**src/rtl/uart_pkg.sv**
```systemverilog
// -----------------------------------------------------------------------------
// uart_pkg
// Shared definitions for the UART receive-side blocks:
//   - rx_cause_e     : RxIrqCause codes reported to the DSP status block
//   - rx_irq_state_e : state encoding of the RX interrupt scheduler
//   - TRIG_SEL_*     : TrigSel codes (FIFO depth that raises the level cause)
//   - RX_TO_BITS_DEFAULT : default character-timeout length in bit times
// -----------------------------------------------------------------------------
package uart_pkg;

    typedef enum logic [1:0] {
        CAUSE_NONE  = 2'b00,
        CAUSE_LEVEL = 2'b01,
        CAUSE_TOUT  = 2'b10,
        CAUSE_OVR   = 2'b11
    } rx_cause_e;

    typedef enum logic [1:0] {
        RXI_IDLE = 2'd0,
        RXI_WAIT = 2'd1,
        RXI_TRIG = 2'd2,
        RXI_TOUT = 2'd3
    } rx_irq_state_e;

    // TrigSel codes; 5, 6 and 7 all select the 14-entry level.
    localparam logic [2:0] TRIG_SEL_1  = 3'd0;
    localparam logic [2:0] TRIG_SEL_2  = 3'd1;
    localparam logic [2:0] TRIG_SEL_4  = 3'd2;
    localparam logic [2:0] TRIG_SEL_8  = 3'd3;
    localparam logic [2:0] TRIG_SEL_12 = 3'd4;
    localparam logic [2:0] TRIG_SEL_14 = 3'd5;

    // Four 10-bit characters of line idle time.
    localparam int RX_TO_BITS_DEFAULT = 40;

endpackage

```
**src/rtl/uart_rx_timeout_cnt.sv**
```systemverilog
// -----------------------------------------------------------------------------
// uart_rx_timeout_cnt
// Counts idle bit times while received data sits below the trigger level.
// Ports:
//   clk, srst : clock and synchronous active-high reset
//   clr       : restart the count (wins over tick in the same cycle)
//   tick      : one-cycle pulse per bit time
//   en        : timeout allowed to fire; when low the count parks at TO_BITS-1
//   expire    : combinational pulse on the tick that completes TO_BITS ticks
// -----------------------------------------------------------------------------
module uart_rx_timeout_cnt #(
    parameter int CNT_W   = 6,
    parameter int TO_BITS = 40
) (
    input  logic clk,
    input  logic srst,
    input  logic clr,
    input  logic tick,
    input  logic en,
    output logic expire
);

    localparam logic [CNT_W-1:0] CNT_LAST = CNT_W'(TO_BITS - 1);

    logic [CNT_W-1:0] cnt_reg;
    logic             at_last;

    assign at_last = (cnt_reg == CNT_LAST);

    // The tick that lands on count TO_BITS-1 is tick number TO_BITS.
    assign expire = tick & en & ~clr & at_last;

    always_ff @(posedge clk) begin
        if (srst) begin
            cnt_reg <= '0;
        end else if (clr || expire) begin
            cnt_reg <= '0;
        end else if (tick && !at_last) begin
            // Parking at the last value lets a late enable fire on the next tick.
            cnt_reg <= cnt_reg + CNT_W'(1);
        end
    end

endmodule

```
**src/rtl/uart_rx_irq_ctrl.sv**
```systemverilog
// -----------------------------------------------------------------------------
// uart_rx_irq_ctrl
// Receive-side interrupt scheduler for the UART RX FIFO. Raises one DSP
// interrupt for overrun, trigger level reached, or character timeout.
// Ports:
//   DSP_CLK, RESET      : clock, synchronous active-high reset
//   FIFOEn              : FIFO mode (0: trigger on not-empty, no timeout)
//   RxIrqEn             : master interrupt enable
//   TimeoutEn           : timeout cause enable
//   TrigSel[2:0]        : trigger depth 1/2/4/8/12/14
//   BitTick             : bit-time pulse
//   RxWrStb, RxRdStb    : FIFO push / pop pulses
//   RxFIFO_*            : FIFO level flags
//   OverrunError        : overrun status level
//   OvrAck              : clears the sticky overrun flag
//   RX_IRQ              : registered interrupt request
//   RxIrqCause[1:0]     : registered cause (valid even when masked)
//   RxTimeout           : registered, high while in the timeout state
// -----------------------------------------------------------------------------
module uart_rx_irq_ctrl
    import uart_pkg::*;
#(
    parameter int TO_BITS = RX_TO_BITS_DEFAULT,
    parameter int CNT_W   = 6
) (
    input  logic       DSP_CLK,
    input  logic       RESET,
    input  logic       FIFOEn,
    input  logic       RxIrqEn,
    input  logic       TimeoutEn,
    input  logic [2:0] TrigSel,
    input  logic       BitTick,
    input  logic       RxWrStb,
    input  logic       RxRdStb,
    input  logic       RxFIFO_Empty,
    input  logic       RxFIFO_L2_Full,
    input  logic       RxFIFO_L4_Full,
    input  logic       RxFIFO_L8_Full,
    input  logic       RxFIFO_L12_Full,
    input  logic       RxFIFO_L14_Full,
    input  logic       OverrunError,
    input  logic       OvrAck,
    output logic       RX_IRQ,
    output logic [1:0] RxIrqCause,
    output logic       RxTimeout
);

    rx_irq_state_e state_reg;
    logic          ovr_reg;
    logic          ovr_prev_reg;
    logic          level_hit;
    logic          ovr_rise;
    logic          any_stb;
    logic          to_clr;
    logic          to_en;
    logic          to_expire;

    // Trigger level selection; outside FIFO mode any data is enough.
    always_comb begin
        level_hit = 1'b0;
        if (!FIFOEn) begin
            level_hit = ~RxFIFO_Empty;
        end else begin
            case (TrigSel)
                TRIG_SEL_1:  level_hit = ~RxFIFO_Empty;
                TRIG_SEL_2:  level_hit = RxFIFO_L2_Full;
                TRIG_SEL_4:  level_hit = RxFIFO_L4_Full;
                TRIG_SEL_8:  level_hit = RxFIFO_L8_Full;
                TRIG_SEL_12: level_hit = RxFIFO_L12_Full;
                default:     level_hit = RxFIFO_L14_Full;
            endcase
        end
    end

    assign any_stb  = RxWrStb | RxRdStb;
    assign ovr_rise = OverrunError & ~ovr_prev_reg;

    // Idle time only accumulates while data waits below the trigger level.
    assign to_clr = any_stb | RxFIFO_Empty | (state_reg != RXI_WAIT);
    assign to_en  = TimeoutEn & FIFOEn;

    uart_rx_timeout_cnt #(
        .CNT_W   (CNT_W),
        .TO_BITS (TO_BITS)
    ) u_timeout_cnt (
        .clk    (DSP_CLK),
        .srst   (RESET),
        .clr    (to_clr),
        .tick   (BitTick),
        .en     (to_en),
        .expire (to_expire)
    );

    always_ff @(posedge DSP_CLK) begin
        // Tracked through reset so a level already high is not seen as a new edge.
        ovr_prev_reg <= OverrunError;

        if (RESET) begin
            state_reg  <= RXI_IDLE;
            ovr_reg    <= 1'b0;
            RX_IRQ     <= 1'b0;
            RxIrqCause <= CAUSE_NONE;
            RxTimeout  <= 1'b0;
        end else begin
            // Outputs reflect the state held before this edge.
            RX_IRQ    <= RxIrqEn & (ovr_reg | (state_reg == RXI_TRIG) | (state_reg == RXI_TOUT));
            RxTimeout <= (state_reg == RXI_TOUT);
            if (ovr_reg)
                RxIrqCause <= CAUSE_OVR;
            else if (state_reg == RXI_TRIG)
                RxIrqCause <= CAUSE_LEVEL;
            else if (state_reg == RXI_TOUT)
                RxIrqCause <= CAUSE_TOUT;
            else
                RxIrqCause <= CAUSE_NONE;

            // Priority within each state: Empty > level > strobe > timeout.
            case (state_reg)
                RXI_IDLE: begin
                    if (!RxFIFO_Empty && level_hit)
                        state_reg <= RXI_TRIG;
                    else if (!RxFIFO_Empty)
                        state_reg <= RXI_WAIT;
                end
                RXI_WAIT: begin
                    if (RxFIFO_Empty)
                        state_reg <= RXI_IDLE;
                    else if (level_hit)
                        state_reg <= RXI_TRIG;
                    else if (to_expire)
                        state_reg <= RXI_TOUT;
                end
                RXI_TRIG: begin
                    if (RxFIFO_Empty)
                        state_reg <= RXI_IDLE;
                    else if (!level_hit)
                        state_reg <= RXI_WAIT;
                end
                RXI_TOUT: begin
                    if (RxFIFO_Empty)
                        state_reg <= RXI_IDLE;
                    else if (level_hit)
                        state_reg <= RXI_TRIG;
                    else if (any_stb)
                        state_reg <= RXI_WAIT;
                end
                default: state_reg <= RXI_IDLE;
            endcase

            // A new overrun edge outranks an acknowledge in the same cycle.
            if (ovr_rise)
                ovr_reg <= 1'b1;
            else if (OvrAck)
                ovr_reg <= 1'b0;
        end
    end

endmodule
```
**config.mk**
```make
export PLATFORM = sky130hd
export DESIGN_NAME = uart_rx_irq_ctrl
export DESIGN_NICKNAME = d
export VERILOG_FILES = /design/src/rtl/uart_pkg.sv /design/src/rtl/uart_rx_timeout_cnt.sv /design/src/rtl/uart_rx_irq_ctrl.sv
export SDC_FILE = /design/constraint.sdc
export NUM_CORES = 1
export LEC_CHECK = 0
export BUFFER_PORTS_ARGS = -buffer_cell sky130_fd_sc_hd__buf_4
export CORE_AREA = 2 2 39 41
export CTS_CLUSTER_DIAMETER = 60
export DETAILED_ROUTE_END_ITERATION = 10
export DIE_AREA = 0 0 41 43
export GPL_TIMING_DRIVEN = 0
export PLACE_DENSITY = 0.75
export SYNTH_ARGS = -nofsm -noshare
export SYNTH_HDL_FRONTEND = slang
export SYNTH_SLANG_ARGS = --single-unit
```
**constraint.sdc**
```tcl
create_clock -name DSP_CLK -period 3.5 [get_ports DSP_CLK]
set_clock_uncertainty 0.05 [all_clocks]
set_input_delay 0.7 -clock DSP_CLK [delete_from_list [all_inputs] [get_ports DSP_CLK]]
set_output_delay 0.7 -clock DSP_CLK [all_outputs]
set_load 0.02 [all_outputs]
```
# --- Word-level counts from Yosys, hierarchy flattened ---
# Index checks and enable logic that the tools add are counted.
# W data, S select, Z words.
word_totals:
  register_bits: 14
  in_bits: 19
  output_inout_bits: 4
classes:
  n_addsub: 1
  eq_ne: 13
  muxes: 18
  n_bitwise: 14
  n_reduce_logical: 10
op_table:
  columns: ["op", "count"]
  rows:
  - ["$mux W2", 13]
  - ["$pmux W2 S4", 1]
  - ["$add A6 B1 Y6 const B", 1]
  - ["$and A1 B1 Y1", 6]
  - ["$eq A3 B2 Y1 const B", 2]
  - ["$eq A6 B6 Y1 const B", 1]
  - ["$ne A3 B3 Y1 const B", 2]
  - ["$or A1 B1 Y1", 5]
  - ["$pmux W1 S5", 1]
  - ["$eq A2 B2 Y1 const B", 2]
  - ["$ne A4 B3 Y1 const B", 1]
  - ["$ne A4 B4 Y1 const B", 1]
  - ["$reduce_and A4 Y1", 1]
  - ["$eq A3 B1 Y1 const B", 1]
  - ["$eq A3 B3 Y1 const B", 1]
  - ["$logic_not A3 Y1", 1]
  - ["$mux W1", 3]
  - ["$not A1 Y1", 3]
  - ["$eq A2 B1 Y1 const B", 1]
  - ["$logic_and A1 B1 Y1", 2]
  - ["$logic_not A1 Y1", 2]
  - ["$logic_not A2 Y1", 1]
  - ["$ne A2 B1 Y1 const B", 1]
  - ["$reduce_bool A2 Y1", 1]
  - ["other kinds (2)", 2]

# --- Longest topological paths before layout ---
logic_depth:
  word_depth: 10
  ltp_mapped: 5
  mapped_depth_nobuf: 5

# --- Hierarchy ---
# A second synthesis with hierarchy kept.
hier_totals:
  cells_unflattened: 79
  area_unflattened_um2: 703.2
modules_own_cells:
  columns: ["mod", "instances", "cells_each", "area_per_inst_um2"]
  rows:
  - ["uart_rx_timeout_cnt", 1, 42, 357.8]
  - ["uart_rx_irq_ctrl", 1, 37, 345.3]

# --- Worst setup path before layout ---
# No wires, ideal clock.
synth_path:
  path_type: "input to register"
  from: "in BitTick"
  to: "reg state_reg[1]"
  t_arrival_ps: 1375
  required_time_ps: 3330
  slack_ps: 1955
  cell_stages: 4
  cell_sequence: "and2_1 -> a41oi_2 -> nor2b_1 -> o31a_1"
synth_between:
  elab_chain_len: 5
synth_rtl:
  columns: ["item", "line", "source"]
  rows:
  - ["start, declared", "uart_rx_irq_ctrl.sv:32", "input logic BitTick,"]
  - ["$and A1 B1 Y1 (3 in series)", "uart_rx_timeout_cnt.sv:31", "assign expire = tick & en & ~clr & at_last;"]
  - ["$ne A4 B3 Y1 (no line)", null, null]
  - ["$reduce_and A4 Y1 (no line)", null, null]
  - ["end signal, assigned", "uart_rx_irq_ctrl.sv:99", "state_reg <= RXI_IDLE;"]
  - ["end signal, assigned", "uart_rx_irq_ctrl.sv:121", "state_reg <= RXI_TRIG;"]
  - ["end signal, assigned", "uart_rx_irq_ctrl.sv:123", "state_reg <= RXI_WAIT;"]
  - ["end, declared", "uart_rx_irq_ctrl.sv:48", "rx_irq_state_e state_reg;"]
# Every way passes these cells.
# A chain may end at the register's enable or synchronous reset.

# --- Worst setup path after layout ---
layout_path:
  from: "reg u_timeout_cnt.cnt_reg[0]"
  to: "reg u_timeout_cnt.cnt_reg[2]"
layout_between:
  elab_chain_len: 4
  word_cells_on_any_way: 7
layout_rtl:
  columns: ["item", "line", "source"]
  rows:
  - ["start, declared", "uart_rx_timeout_cnt.sv:25", "logic [CNT_W-1:0] cnt_reg;"]
  - ["start signal, assigned", "uart_rx_timeout_cnt.sv:40", "cnt_reg <= cnt_reg + CNT_W'(1);"]
  - ["parallel branches: the longest is 4 deep, another holds $add A6 B1 Y6", null, null]
# Parallel ways; which one is timed is not known.

==> summary.txt <==
Synth
  – Syn. warnings: 0
  – Post-synthesis sequential area ratio: 46.1%
  – Syn_area_per_cell: between 9 and 10 µm²
  – Yosys cell types: 26
  – Top cells by area, synth: dfxtp_1 (46%), nor2_1 (8.6%), mux2i_1 (4.9%)
  – Top cell type's share of synthesized area: 46.1%
  – Post-Syn Instances: between 60 and 70
  – Synth Register Bits: 14
  – Dominant cell type by area after synthesis: dfxtp_1
  – Synth Net Count: 85
  – Cell Area, Synth: about 610 µm²

Pwr
  – Sequential power share: about 58%
  – Psw: 0.0000619 W
  – Net Sw Frac: 21.6%
  – Combinational power share: 12.4%
  – Worst vdd ir: a little over 200 µV
  – Pint: between 0.0002 and 0.00025 W
  – Clock power frac: 30.0%
  – Pwr/cell area: about 350 mW/mm²
  – Leak pwr: ~0.33 nW

Drt
  – Initial DRT Pass Iterations: 4
  – Initial drt markers: 9
  – Post-route ant nets: 0
  – Via count: about 540
  – Drt wl/cell: about 10 µm
  – Via density: slightly above 5
  – DR DRC count: 0
  – Final wirelength: between 1000 and 1500 µm

Final layout
  – Leading cell type in the layout, fill and taps excluded: buf_4
  – Synth-to-layout area growth: 34.2%
  – Final std cells w/o fill: ~110
  – # diodes: 0
  – Commonest non-fill, non-tap cells in the layout: buf_4 (22), dfxtp_1 (14), nor2_1 (14)
  – Largest register FFs: 6
  – Net total in the final layout: 112
  – Share of cells above drive strength 1: 33.3%
  – Post-layout util: 59.0%

Timing
  – FMAX: between 0.6 and 0.7 GHz
  – Least-Margin Pin Slew: between 0.2 and 0.3 ns
  – Final setup viols: 0
  – Max Transition Viols Final: 0
  – Final period utilization: ~42%
  – Final Critical Period: around 1.5 ns
  – RSZ-0062 raised after global routing: false
  – Setup TNS Final: 0 ns
  – Hold Vio Cnt, Final: 0
  – Rel. slew slack: 80.6%

Worst setup path
  – Cells along the critical path: ha_1 > and2_1 > a41oi_2 > nand3_2 > nor3_2
  – Data required time of the worst path: 3.65 ns
  – CP startpoint kind: flop
  – CP endpoint kind: flop
  – Crit-path max FO: 6
  – R2R cell count: 5
  – Worst Setup Path Type: reg2reg
  – Worst path slowest cell: dfxtp_1
  – CP Data Arrival Time: ~1.6 ns
  – Largest stage delay on the critical path: roughly 0.35 ns

Floorplanning
  – Die Area: between 0.0015 and 0.002 mm²
  – Row cnt: 14
  – Ports: 23
  – Initial core utilization: 43.9%
  – Chip width: just over 40 µm
  – Height of the chip: 43 µm
  – CORE AREA: around 0.0014 mm²

Clock network
  – Post-CTS setup buffers: 0
  – Hold-fix buffers, CTS: 0
  – Clk Latency, worst-skew pair: about 0.27 ns
  – CTS root buf: clkbuf_4
  – Clock Pin Slew Worst Setup and Hold Paths: 0.08 ns
  – H-Tree Level Count: 1
  – CTS sink cnt: 14
  – TritonCTS clock tree: yes
  – Longest Clk Path Bufs: 2
  – CTS resizes: 0
  – Num CTS Buffers: 3

Flow run
  – Max_cap viols: 0

Place
  – Number of placed cells counting well taps: slightly above 100
  – IO buf count: 22
  – HPWL Detailed: ~910 µm
  – Final GP Congestion: between 0.6 and 0.7

Global route
  – Largest net degree at the start of global routing: 8
  – GRT Residual Overflow: 0
  – Antenna violations before repair: 0
  – Tot GR Track Use: roughly 14%
  – First-pass GRT wire length: roughly 1700 µm
  – Number of global-route vias before repair: 445

Hold path
  – Hold Path Class: reg2reg
  – Hold Path Cell Cnt: 2

Status
  – Status: finished, final reports clean
## synth_stat cells
library cell	n
dfxtp_1	14
nor2_1	14
a21oi_1	3
inv_1	3
mux2i_1	3
nand2_1	3
a211oi_1	2
nand3_1	2
nor2b_1	2
nor3b_1	2
xnor2_1	2
a21boi_2	1
a22oi_1	1
a41oi_2	1
and2_1	1
and4bb_4	1
ha_1	1
nand2b_1	1
nand3_2	1
nand4_1	1
nor3_2	1
nor4_1	1
o21ai_0	1
o22ai_1	1
o31a_1	1
xor2_1	1
## cells by family after synthesis
logic type / share of synthesized area (%)
multiplexers: 4.94
AND/OR/NAND/NOR: 26.8
AO/OA/AOI/OAI: 14.0
adder cells (fa/ha/maj): 2.06
flip-flops: 46.1
XOR/XNOR: 4.32
buffers and inverters: 1.85
## stage by stage
step	total power (W)	cell area [µm²]	hold slack, ns	worst slack (ns)
2_1_floorplan	0.000182	608	0.392	1.95
3_3_place_gp	0.000204	793	0.411	1.76
3_5_place_dp	0.000205	793	0.426	1.75
4_1_cts	0.000291	816	0.437	2.02
5_1_grt	0.000300	816	0.461	1.95
6_report	0.000287	816	0.433	2.02
## power by group through the flow
| stage | Clock, W | Combinational (W) | Sequential (W) |
|---|---|---|---|
| after floorplan | 0 | 0.0000116 | 0.000171 |
| after global placement | 0 | 0.0000354 | 0.000169 |
| after detailed placement | 0 | 0.0000360 | 0.000169 |
| after CTS | 0.0000900 | 0.0000361 | 0.000165 |
| after global routing | 0.0000949 | 0.0000394 | 0.000166 |
| final | 0.0000859 | 0.0000356 | 0.000165 |
## layer usage
metal  vias up  part of all wire (%)  global-route usage [%]
li1        281                     -                       -
met2        19                    49                    21.3
met1       233                    43                    17.6
met4         0                   1.3                    10.0
met3         2                   7.3                    1.57
met5         -                     0                       0
## worst max-delay path: cells and delay by family (launching register included)
family          cells  cell delay, ns
fa+ha+maj           1            0.22
flops               1            0.35
compound gates      1            0.24
simple gates        3            0.55
## final cells by class
cell class | instances | area, µm²
inverter | 3 | 11.3
clock buffer | 3 | 22.5
sequential | 14 | 280
multi-input combinational | 48 | 317
tap | 16 | 20.0
timing repair buffer | 22 | 165
fill | 119 | 568
## path summary, 6_finish.rpt
| path | from | end | slack, ns |
|---|---|---|---|
| worst max-delay path | u_timeout_cnt.cnt_reg[0] | u_timeout_cnt.cnt_reg[2] | 2.02 |
| worst min-delay path | state_reg[0] | RxTimeout | 0.43 |
| worst max register to register | u_timeout_cnt.cnt_reg[0] | u_timeout_cnt.cnt_reg[2] | 2.02 |
| worst min register to register | state_reg[0] | RxTimeout | 0.43 |
(Power assumes the default switching activity.)
